--- src/rtl/fpu_except_resolve.sv ---
// Resolves forced special results (NaN/Inf/signed zero) for the FPU.
// Aligns operands with late exception-unit flags and keeps sticky status.
module fpu_except_resolve #(
  parameter logic [31:0] QNAN_CANON = 32'h7FC0_0000
) (
  input  logic        clk,
  input  logic        rst_n,
  input  logic        in_valid,
  input  logic [1:0]  fpu_op,
  input  logic [31:0] opa,
  input  logic [31:0] opb,
  input  logic        opa_nan,
  input  logic        opb_nan,
  input  logic        opa_inf,
  input  logic        opb_inf,
  input  logic        opa_00,
  input  logic        opb_00,
  input  logic        qnan,
  input  logic        snan,
  input  logic        clr_sticky,
  output logic        out_valid,
  output logic        special,
  output logic [31:0] special_res,
  output logic        invalid,
  output logic        div_zero,
  output logic        sticky_invalid,
  output logic        sticky_dz
);

  localparam logic [1:0] OP_ADD = 2'd0;
  localparam logic [1:0] OP_SUB = 2'd1;
  localparam logic [1:0] OP_MUL = 2'd2;
  localparam logic [1:0] OP_DIV = 2'd3;

  logic        s1_vld_q;
  logic [1:0]  s1_op_q;
  logic [31:0] s1_a_q;
  logic [31:0] s1_b_q;

  logic        s2_vld_q;
  logic [1:0]  s2_op_q;
  logic [31:0] s2_a_q;
  logic [31:0] s2_b_q;
  logic        s2_anan_q;
  logic        s2_bnan_q;

  logic        vld_q;
  logic        spec_q;
  logic [31:0] res_q;
  logic        inv_q;
  logic        dz_q;
  logic        st_inv_q;
  logic        st_dz_q;

  logic        spec_d;
  logic [31:0] res_d;
  logic        inv_d;
  logic        dz_d;
  logic        st_inv_d;
  logic        st_dz_d;

  logic sa;
  logic sb;
  logic sx;

  always_ff @(posedge clk or negedge rst_n) begin
    if (!rst_n) begin
      s1_vld_q  <= 1'b0;
      s1_op_q   <= 2'd0;
      s1_a_q    <= 32'h0;
      s1_b_q    <= 32'h0;
      s2_vld_q  <= 1'b0;
      s2_op_q   <= 2'd0;
      s2_a_q    <= 32'h0;
      s2_b_q    <= 32'h0;
      s2_anan_q <= 1'b0;
      s2_bnan_q <= 1'b0;
    end else begin
      s1_vld_q  <= in_valid;
      s1_op_q   <= fpu_op;
      s1_a_q    <= opa;
      s1_b_q    <= opb;
      s2_vld_q  <= s1_vld_q;
      s2_op_q   <= s1_op_q;
      s2_a_q    <= s1_a_q;
      s2_b_q    <= s1_b_q;
      s2_anan_q <= opa_nan;
      s2_bnan_q <= opb_nan;
    end
  end

  assign sa = s2_a_q[31];
  assign sb = s2_b_q[31] ^ (s2_op_q == OP_SUB);
  assign sx = s2_a_q[31] ^ s2_b_q[31];

  // NaN handling outranks every opcode-specific rule.
  always_comb begin
    spec_d = 1'b0;
    res_d  = 32'h0;
    inv_d  = 1'b0;
    dz_d   = 1'b0;
    if (snan) begin
      spec_d = 1'b1;
      inv_d  = 1'b1;
      res_d  = s2_anan_q ? s2_a_q : s2_b_q;
      res_d[22] = 1'b1;
    end else if (qnan) begin
      spec_d = 1'b1;
      res_d  = s2_anan_q ? s2_a_q : s2_b_q;
    end else begin
      unique case (s2_op_q)
        OP_ADD, OP_SUB: begin
          if (opa_inf && opb_inf && (sa != sb)) begin
            spec_d = 1'b1;
            inv_d  = 1'b1;
            res_d  = QNAN_CANON;
          end else if (opa_inf) begin
            spec_d = 1'b1;
            res_d  = {sa, 8'hFF, 23'h0};
          end else if (opb_inf) begin
            spec_d = 1'b1;
            res_d  = {sb, 8'hFF, 23'h0};
          end
        end
        OP_MUL: begin
          if ((opa_inf && opb_00) || (opb_inf && opa_00)) begin
            spec_d = 1'b1;
            inv_d  = 1'b1;
            res_d  = QNAN_CANON;
          end else if (opa_inf || opb_inf) begin
            spec_d = 1'b1;
            res_d  = {sx, 8'hFF, 23'h0};
          end else if (opa_00 || opb_00) begin
            spec_d = 1'b1;
            res_d  = {sx, 31'h0};
          end
        end
        OP_DIV: begin
          if ((opa_00 && opb_00) || (opa_inf && opb_inf)) begin
            spec_d = 1'b1;
            inv_d  = 1'b1;
            res_d  = QNAN_CANON;
          end else if (opb_00) begin
            spec_d = 1'b1;
            dz_d   = 1'b1;
            res_d  = {sx, 8'hFF, 23'h0};
          end else if (opa_inf) begin
            spec_d = 1'b1;
            res_d  = {sx, 8'hFF, 23'h0};
          end else if (opb_inf || opa_00) begin
            spec_d = 1'b1;
            res_d  = {sx, 31'h0};
          end
        end
        default: ;
      endcase
    end
  end

  // A set from the presented result beats a same-cycle clear.
  assign st_inv_d = (vld_q & inv_q) | (st_inv_q & ~clr_sticky);
  assign st_dz_d  = (vld_q & dz_q)  | (st_dz_q  & ~clr_sticky);

  always_ff @(posedge clk or negedge rst_n) begin
    if (!rst_n) begin
      vld_q    <= 1'b0;
      spec_q   <= 1'b0;
      res_q    <= 32'h0;
      inv_q    <= 1'b0;
      dz_q     <= 1'b0;
      st_inv_q <= 1'b0;
      st_dz_q  <= 1'b0;
    end else begin
      vld_q    <= s2_vld_q;
      spec_q   <= s2_vld_q & spec_d;
      inv_q    <= s2_vld_q & inv_d;
      dz_q     <= s2_vld_q & dz_d;
      st_inv_q <= st_inv_d;
      st_dz_q  <= st_dz_d;
      if (s2_vld_q) begin
        res_q <= res_d;
      end
    end
  end

  assign out_valid      = vld_q;
  assign special        = spec_q;
  assign special_res    = res_q;
  assign invalid        = inv_q;
  assign div_zero       = dz_q;
  assign sticky_invalid = st_inv_q;
  assign sticky_dz      = st_dz_q;

endmodule

--- config.mk ---
export PLATFORM = sky130hd
export DESIGN_NAME = fpu_except_resolve
export DESIGN_NICKNAME = d
export VERILOG_FILES = /design/src/rtl/fpu_except_resolve.sv
export SDC_FILE = /design/constraint.sdc
export NUM_CORES = 1
export LEC_CHECK = 0
export CAP_MARGIN = 20
export CORE_MARGIN = 2
export CORE_UTILIZATION = 25
export DETAILED_ROUTE_END_ITERATION = 7
export DONT_BUFFER_PORTS = 1
export PLACE_DENSITY_LB_ADDON = 0.12
export RECOVER_POWER = 25
export SETUP_SLACK_MARGIN = 0.15
export SLEW_MARGIN = 10
export SYNTH_ARGS = -nofsm -noshare
export SYNTH_HDL_FRONTEND = slang
export SYNTH_SLANG_ARGS = --single-unit
--- constraint.sdc ---
create_clock -name clk -period 4.4 [get_ports clk]
set_input_delay 0.66 -clock clk [delete_from_list [all_inputs] [get_ports clk]]
set_output_delay 0.66 -clock clk [all_outputs]
set_load 0.1 [all_outputs]
**After elaboration in Yosys (flattened, before gate mapping)**

Cells that the tools add are included.
Widths: inputs -> output; s select.

- Output and inout bits: 38
- Input port bits: 78
- Word-level logic and storage cells: 82
- Bits in registers: 173

- Bitwise logic cells: 12
- Reduce and logical (&&, ||, !) cells: 12
- Eq/ne operators: 4
- Mux-type cells: 38

Operators with widths:

| operator | count |
|---|---|
| $mux 32 | 13 |
| $pmux 32 s3 | 1 |
| $mux 1 | 22 |
| $and 1x1->1 | 7 |
| $pmux 1 s3 | 2 |
| $logic_and 1x1->1 | 5 |
| $logic_or 1x1->1 | 5 |
| $eq 2x2->1 const B | 2 |
| $eq 2x1->1 const B | 1 |
| $logic_not 2->1 | 1 |
| $or 1x1->1 | 2 |
| $reduce_or 2->1 | 1 |
| $xor 1x1->1 | 2 |
| $ne 1x1->1 | 1 |
| $not 1->1 | 1 |

**Depth between registers and ports, before layout**

Gate-level depths: netlist of run 1.

- Word-level depth: 9
- Depth in mapped cells: 5

**Least setup slack after synthesis of run 1**

Ideal clock, no wire load.

- Path kind: in2reg
- Start point: input opa_00
- End point: register res_q[22] (netlist: special_res[22])
- Stages on the path: 4
- Setup slack: 2748 ps
- Library setup time: 120 ps
- Arrival time: 1532 ps
- Data required time: 4280 ps
- Cell sequence: mux2i_1 -> nor3b_1 -> or4_4 -> a31o_1

- Word-level cells in the longest chain between the ends: 6
- Elaborated cells on any way between the ends: 9
- Those cells by class: mux: 5; reduce/logical: 4

RTL lines:

| what | line | RTL |
|---|---|---|
| start: declaration | 16 | `input logic opa_00,` |
| $logic_and 1x1->1 (on tied branches) | 139, 126 |  |
| $logic_or 1x1->1 (on tied branches) | 139, 126 |  |
| $mux 32 (on tied branches) | 139, 126 |  |
| $pmux 32 s3 * | 111 | `unique case (s2_op_q)` |
| $mux 32 * | 107 | `end else if (qnan) begin` |
| $mux 32 * | 102 | `if (snan) begin` |
| end signal: assignment | 181 | `res_q <= res_d;` |
| end: declaration | 49 | `logic [31:0] res_q;` |

Every way passes the cells marked *; elsewhere a longest branch is shown, timed or not.
A chain may end at the register's enable or synchronous reset.

**Worst setup path in the final report of run 1**

- Start point: register res_q[0] (netlist: special_res[0])
- End point: output special_res[0]

RTL lines:

| what | line | RTL |
|---|---|---|
| end: declaration | 23 | `output logic [31:0] special_res,` |

No word-level cell between the ends.

==> results of run 1 <==
-- per-stage QoR --
stage               cell area (um2)   util  total power (uW)
floorplan                      5300      -              2090
global placement               5620  0.269              2120
detailed placement             5620  0.269              2130
CTS                            6280  0.301              3830
global route                   6280  0.301              3930
finish                         6280  0.301              3760
-- cell type report --
class                   count  area (um2)
diodes                      1        2.50
clock buffers              19         433
clock inverters            13         226
fillers                  2053       14600
inverters                   3        11.3
multi-input cells         111         911
flip-flops and latches    173        4330
well taps                 275         344
repair buffers              3        22.5
-- worst paths after layout --
check / from / endpoint / slack, ns / cells after the start
setup / recovery: special_res[0] / special_res[0] / 2.34 / 0
hold reg to reg: s1_vld_q / s2_vld_q / 0.35 / 0
min in group clk: opa[13] / s1_a_q[13] / 0.26 / 0
max in group asynchronous: rst_n / s1_b_q[11] / 4.25 / 0
setup reg to reg: s2_op_q[0] / special_res[25] / 2.56 / 4
hold / removal: rst_n / special_res[26] / -0.06 / 0
-- state kept, by name (all words and copies together), names as in the netlist --
register / flops
special_res: 32
s1_b_q: 32
s1_vld_q: 1
s1_op_q: 2
sticky_invalid: 1
out_valid: 1
s2_vld_q: 1
sticky_dz: 1
special: 1
s2_a_q: 32
s2_b_q: 32
s2_op_q: 2
invalid: 1
s1_a_q: 32
div_zero: 1
s2_anan_q: 1
-- metal layers --
| metal | global-route usage | up-vias | share of wire |
|---|---|---|---|
| li1 | - | 1076 | - |
| met1 | 0.120 | 1290 | 0.43 |
| met2 | 0.143 | 80 | 0.47 |
| met3 | 0.0470 | 12 | 0.086 |
| met4 | 0.0429 | 2 | 0.015 |
| met5 | 0 | - | 0.0016 |
-- cell families (layout without fill, tap and decap cells) --
| family | Yosys count | after routing | synth area share |
|---|---|---|---|
| compound gates | 53 | 53 | 0.0852 |
| other cells | 0 | 1 | 0 |
| buf+inv | 14 | 38 | 0.0123 |
| simple gates | 29 | 29 | 0.0312 |
| xor+xnor | 2 | 2 | 0.00330 |
| flops | 173 | 173 | 0.817 |
| mux | 27 | 27 | 0.0515 |
-- where the power goes --
group	internal [uW]	total (uW)	switching (uW)
Sequential	1680	2000	323
Combinational	44.5	87.1	42.6
Clock	1030	1670	645
Total	2750	3760	1010
-- synthesized netlist by cell type (all sizes together) --
library cell	number
xnor2	1
nand3	2
mux2i	25
or4	2
nand2	6
a221oi	1
inv	3
nor2b	9
clkbuf	6
nor4b	1
o41ai	1
o2bb2ai	32
mux2	2
and3	1
buf	5
xor2	1
nor2	5
a31o	1
a211oi	8
o21ai	5
a2111o	1
nor3b	2
dfrtp	173
and2	1
o31ai	1
o211a	1
a31oi	2
==> impl_metrics.tcl, run 1 <==
set metrics [dict create \
    status "complete, but fails checks" \
    violations "negative hold slack" \
    num_vias 2460 \
    routed_wirelength_um 10100 \
    hold_path.class "primary input to async pin" \
    maxCapViolCount 0 \
    period_needed_ns 2.06 \
    ys_top_cells_by_area "dfrtp_1 (82%), o2bb2ai_1 (5.3%), mux2i_1 (4.7%), a211oi_1 (1.1%), nor2b_1 (1.1%)" \
    start_util 0.254 \
    grt_pass1_vias 2711 \
    die_area_um2 22400 \
    dp_hpwl_um 5980 \
    place_inst 565 \
    cts_tree "yes" \
    syn_area_um2 5300 \
    fin_cells 598 \
    htreeDepth 4 \
    power_leakage_uw 0.00271 \
    post_cts_buffers 0 \
    layout_setup_ws_ns 2.34 \
    place_congestion 0.707 \
    worstMarginPinSlew_ns 0.968 \
    cts_buffer_depth 2 \
    netlist_instances 298 \
    chipHeight_um 150 \
    finalSetupViolations 0 \
    dpl_worst_slack_ns 2.33 \
    ys_seq_area_frac 0.817 \
    clk_latency_ns 0.42 \
    crit_type "flop to output port" \
    path_max_fanout 2 \
    p_per_area_nw_per_um2 599 \
    antenna_left 0 \
    final_layout_size_suffix_gt1_frac 0.127 \
    io-pin-count 116 \
    ctsResizeCount 0 \
    fin_skew_ns 0.00810 \
    max-vdd-ir-drop_v 0.000229 \
    cts.sinks 173 \
    first_pass_iters 4 \
    die_w_um 150 \
    rsz0062_at_grt "false" \
    grt_pass1_wl_um 15900 \
    syn_nets 376 \
    yosys_warnings 0 \
    maxSlewViolCount 0 \
    final_cell_mix "dfrtp_1 (172), o2bb2ai_1 (32), mux2i_1 (25)" \
    cp.arrival_ns 1.40 \
    timing.final.crit_share 0.468 \
    area_delta_synth_final_pct 18.5 \
    synth_top_area_frac 0.817 \
    cts_buffers 17 \
    fin_setup_tns_ns 0 \
    end_kind "output port" \
    critPathRequiredTime_ns 3.74 \
    synth_top_cell_by_area "dfrtp_1" \
    yosysUniqueCellTypes 29 \
    grtUsageTotal 0.0970 \
    ys_ff_latch 173 \
    fmax_mhz 486 \
    hold_viol_final 173 \
    final_nets 387 \
    path_clk_slew_ns 0.06 \
    root_buffer "clkbuf_16" \
    timing.hold.ws_ns -0.0637 \
    start_kind "flop" \
    final_common_cell "dfrtp_1" \
    routedWlPerCell_um 16.9 \
    drcViolationCount 0 \
    syn_avg_cell_area_um2 17.8 \
    core_um2 20900 \
    rows 53 \
    viasPerCell 4.11 \
    drtIter0Drc 117 \
    overflow 0 \
    grt_start_max_net_pins 174 \
    slew_headroom 0.354 \
    antenna_found_initial 2 \
    port_buffers 0 \
]
No activity file was read; power rests on OpenSTA's default activity.
==> run 2: changes to the inputs <==
==> constraint.sdc (replaced) <==
create_clock -name clk -period 1.75 [get_ports clk]
set_input_delay 0.2625 -clock clk [delete_from_list [all_inputs] [get_ports clk]]
set_output_delay 0.2625 -clock clk [all_outputs]
set_load 0.1 [all_outputs]
==> run 2 against run 1 <==
Effect of this change: the flow still finishes with violations (negative hold slack); register-to-register slack worse by 2.4 ns; clock skew is 0.00053 ns lower; sequential power is 120% higher; via count is 15% higher; largest power group unchanged.
==> impl_metrics.tcl, run 2 (synthesis gave the netlist of run 1 again) <==
set metrics [dict create \
    status "complete, but fails checks" \
    violations "negative hold slack" \
    finalInstanceArea_um2 7250 \
    htreeDepth 4 \
    path_clk_slew_ns 0.07 \
    p_sw_uw 2600 \
    antenna_left 0 \
    hold_viol_final 173 \
    root_buffer "clkbuf_16" \
    antenna_found_initial 0 \
    fillers 2055 \
    final_layout_size_suffix_gt1_frac 0.206 \
    start_kind "flop" \
    fmax_mhz 645 \
    final_nets 502 \
    die_area_um2 22400 \
    start_util 0.254 \
    antennaDiodeCount 0 \
    top_layer_used "met4" \
    p_sw_frac 0.283 \
    pwr-share-seq 0.473 \
    placed_cell_area_um2 5940 \
    grt_pass1_vias 3107 \
    grt_pass1_wl_um 17000 \
    core_um2 20900 \
    ff2ff_path_depth 4 \
    cts_tree "yes" \
    wl_met2_um 5070 \
    cts_buffer_depth 2 \
    crit_type "flop to flop" \
    period_needed_ns 1.55 \
    worstMarginPinSlew_ns 0.493 \
    fin_setup_tns_ns 0 \
    end_kind "flop" \
    chipHeight_um 150 \
    final_common_cell "dfrtp_1" \
    multi_input_area_um2 913 \
    cp.arrival_ns 1.86 \
    rows 53 \
    io-pin-count 116 \
    routed_wirelength_um 10500 \
    timing.hold.ws_ns -0.465 \
    dr_wl_met3_um 897 \
    die_w_um 150 \
    critPathRequiredTime_ns 2.06 \
    num_vias 2817 \
    drcViolationCount 0 \
    viasPerCell 3.96 \
    hold_path.class "primary input to async pin" \
    slew_headroom 0.671 \
    first_pass_iters 5 \
    timing.final.crit_share 0.885 \
    final-seq-area_um2 4330 \
    rsz0062_at_grt "true" \
    grtUsageTotal 0.103 \
    max-vdd-ir-drop_v 0.000576 \
    cts.sinks 173 \
    grt_start_max_net_pins 174 \
    fin_skew_ns 0.00757 \
    place_congestion 0.734 \
    dp_hpwl_um 6340 \
    drtIter0Drc 81 \
    finalPower_uw 9200 \
    ff2ff_setup_slack_ns 0.20 \
    internal_power_uw 6590 \
    routedWlPerCell_um 14.7 \
    finalSetupViolations 0 \
    p_clk_frac 0.397 \
    maxSlewViolCount 0 \
    area_delta_synth_final_pct 36.7 \
    combPwrFrac 0.130 \
    power_leakage_uw 0.00318 \
    clk_latency_ns 0.42 \
    hold_buffers 71 \
    cts_buffers 17 \
    wl_met1_um 4370 \
    final_cell_mix "dfrtp_1 (169), dlygate4sd3_1 (71), buf_4 (46)" \
    p_per_area_nw_per_um2 1270 \
    overflow 0 \
    port_buffers 0 \
    maxCapViolCount 0 \
    path_max_fanout 8 \
]
[run 2: per-layer routing]
| metal | global-route usage | vias up |
|---|---|---|
| li1 | - | 1297 |
| met1 | 0.123 | 1418 |
| met2 | 0.160 | 90 |
| met3 | 0.0506 | 12 |
| met4 | 0.0400 | 0 |
| met5 | 0 | - |
[run 2: layout make-up]
| class | instances | share of cell area |
|---|---|---|
| multi-input combinational | 111 | 0.126 |
| clock inverter | 14 | 0.0202 |
| sequential | 173 | 0.598 |
| timing repair buffer | 118 | 0.147 |
| inverter | 3 | 0.00155 |
| tap | 275 | 0.0475 |
| clock buffer | 18 | 0.0592 |
[run 2: final timing paths]
kind / start / end
max: s2_op_q[0] / special_res[22]
min: rst_n / special_res[27]
max reg2reg: s2_op_q[0] / special_res[22]
min reg2reg: s1_vld_q / s2_vld_q
max in group asynchronous: rst_n / special_res[20]
min in group clk: snan / div_zero
[run 2: power groups by stage]
stage	Combinational (uW)	Clock, uW	Sequential, uW
2_1_floorplan	190	0	5050
3_3_place_gp	1080	0	4420
3_5_place_dp	1080	0	4420
4_1_cts	1210	3820	4350
5_1_grt	1260	4010	4370
6_report	1200	3650	4350
[run 2: per-stage QoR]
step | instances | utilization | worst slack [ns]
floorplan | 298 | - | 0.248
global placement | 608 | 0.284 | 0.140
detailed placement | 608 | 0.284 | 0.146
CTS | 711 | 0.346 | 0.164
global route | 712 | 0.347 | 0.134
finish | 712 | 0.347 | 0.201
[run 2: critical path, cell delays in order (launching register included)]
cell and delay (ns):
dfrtp_2 0.45, mux2i_1 0.20, nor3b_1 0.06, or4_4 0.51, a31o_1 0.22
[run 2: what timing repair did]
| item | CTS | global route |
|---|---|---|
| setup endpoints to repair | 10 | 9 |
| gates resized for setup | 2 | 3 |
| hold endpoints to repair | 244 | 173 |
| setup buffers | 0 | 1 |
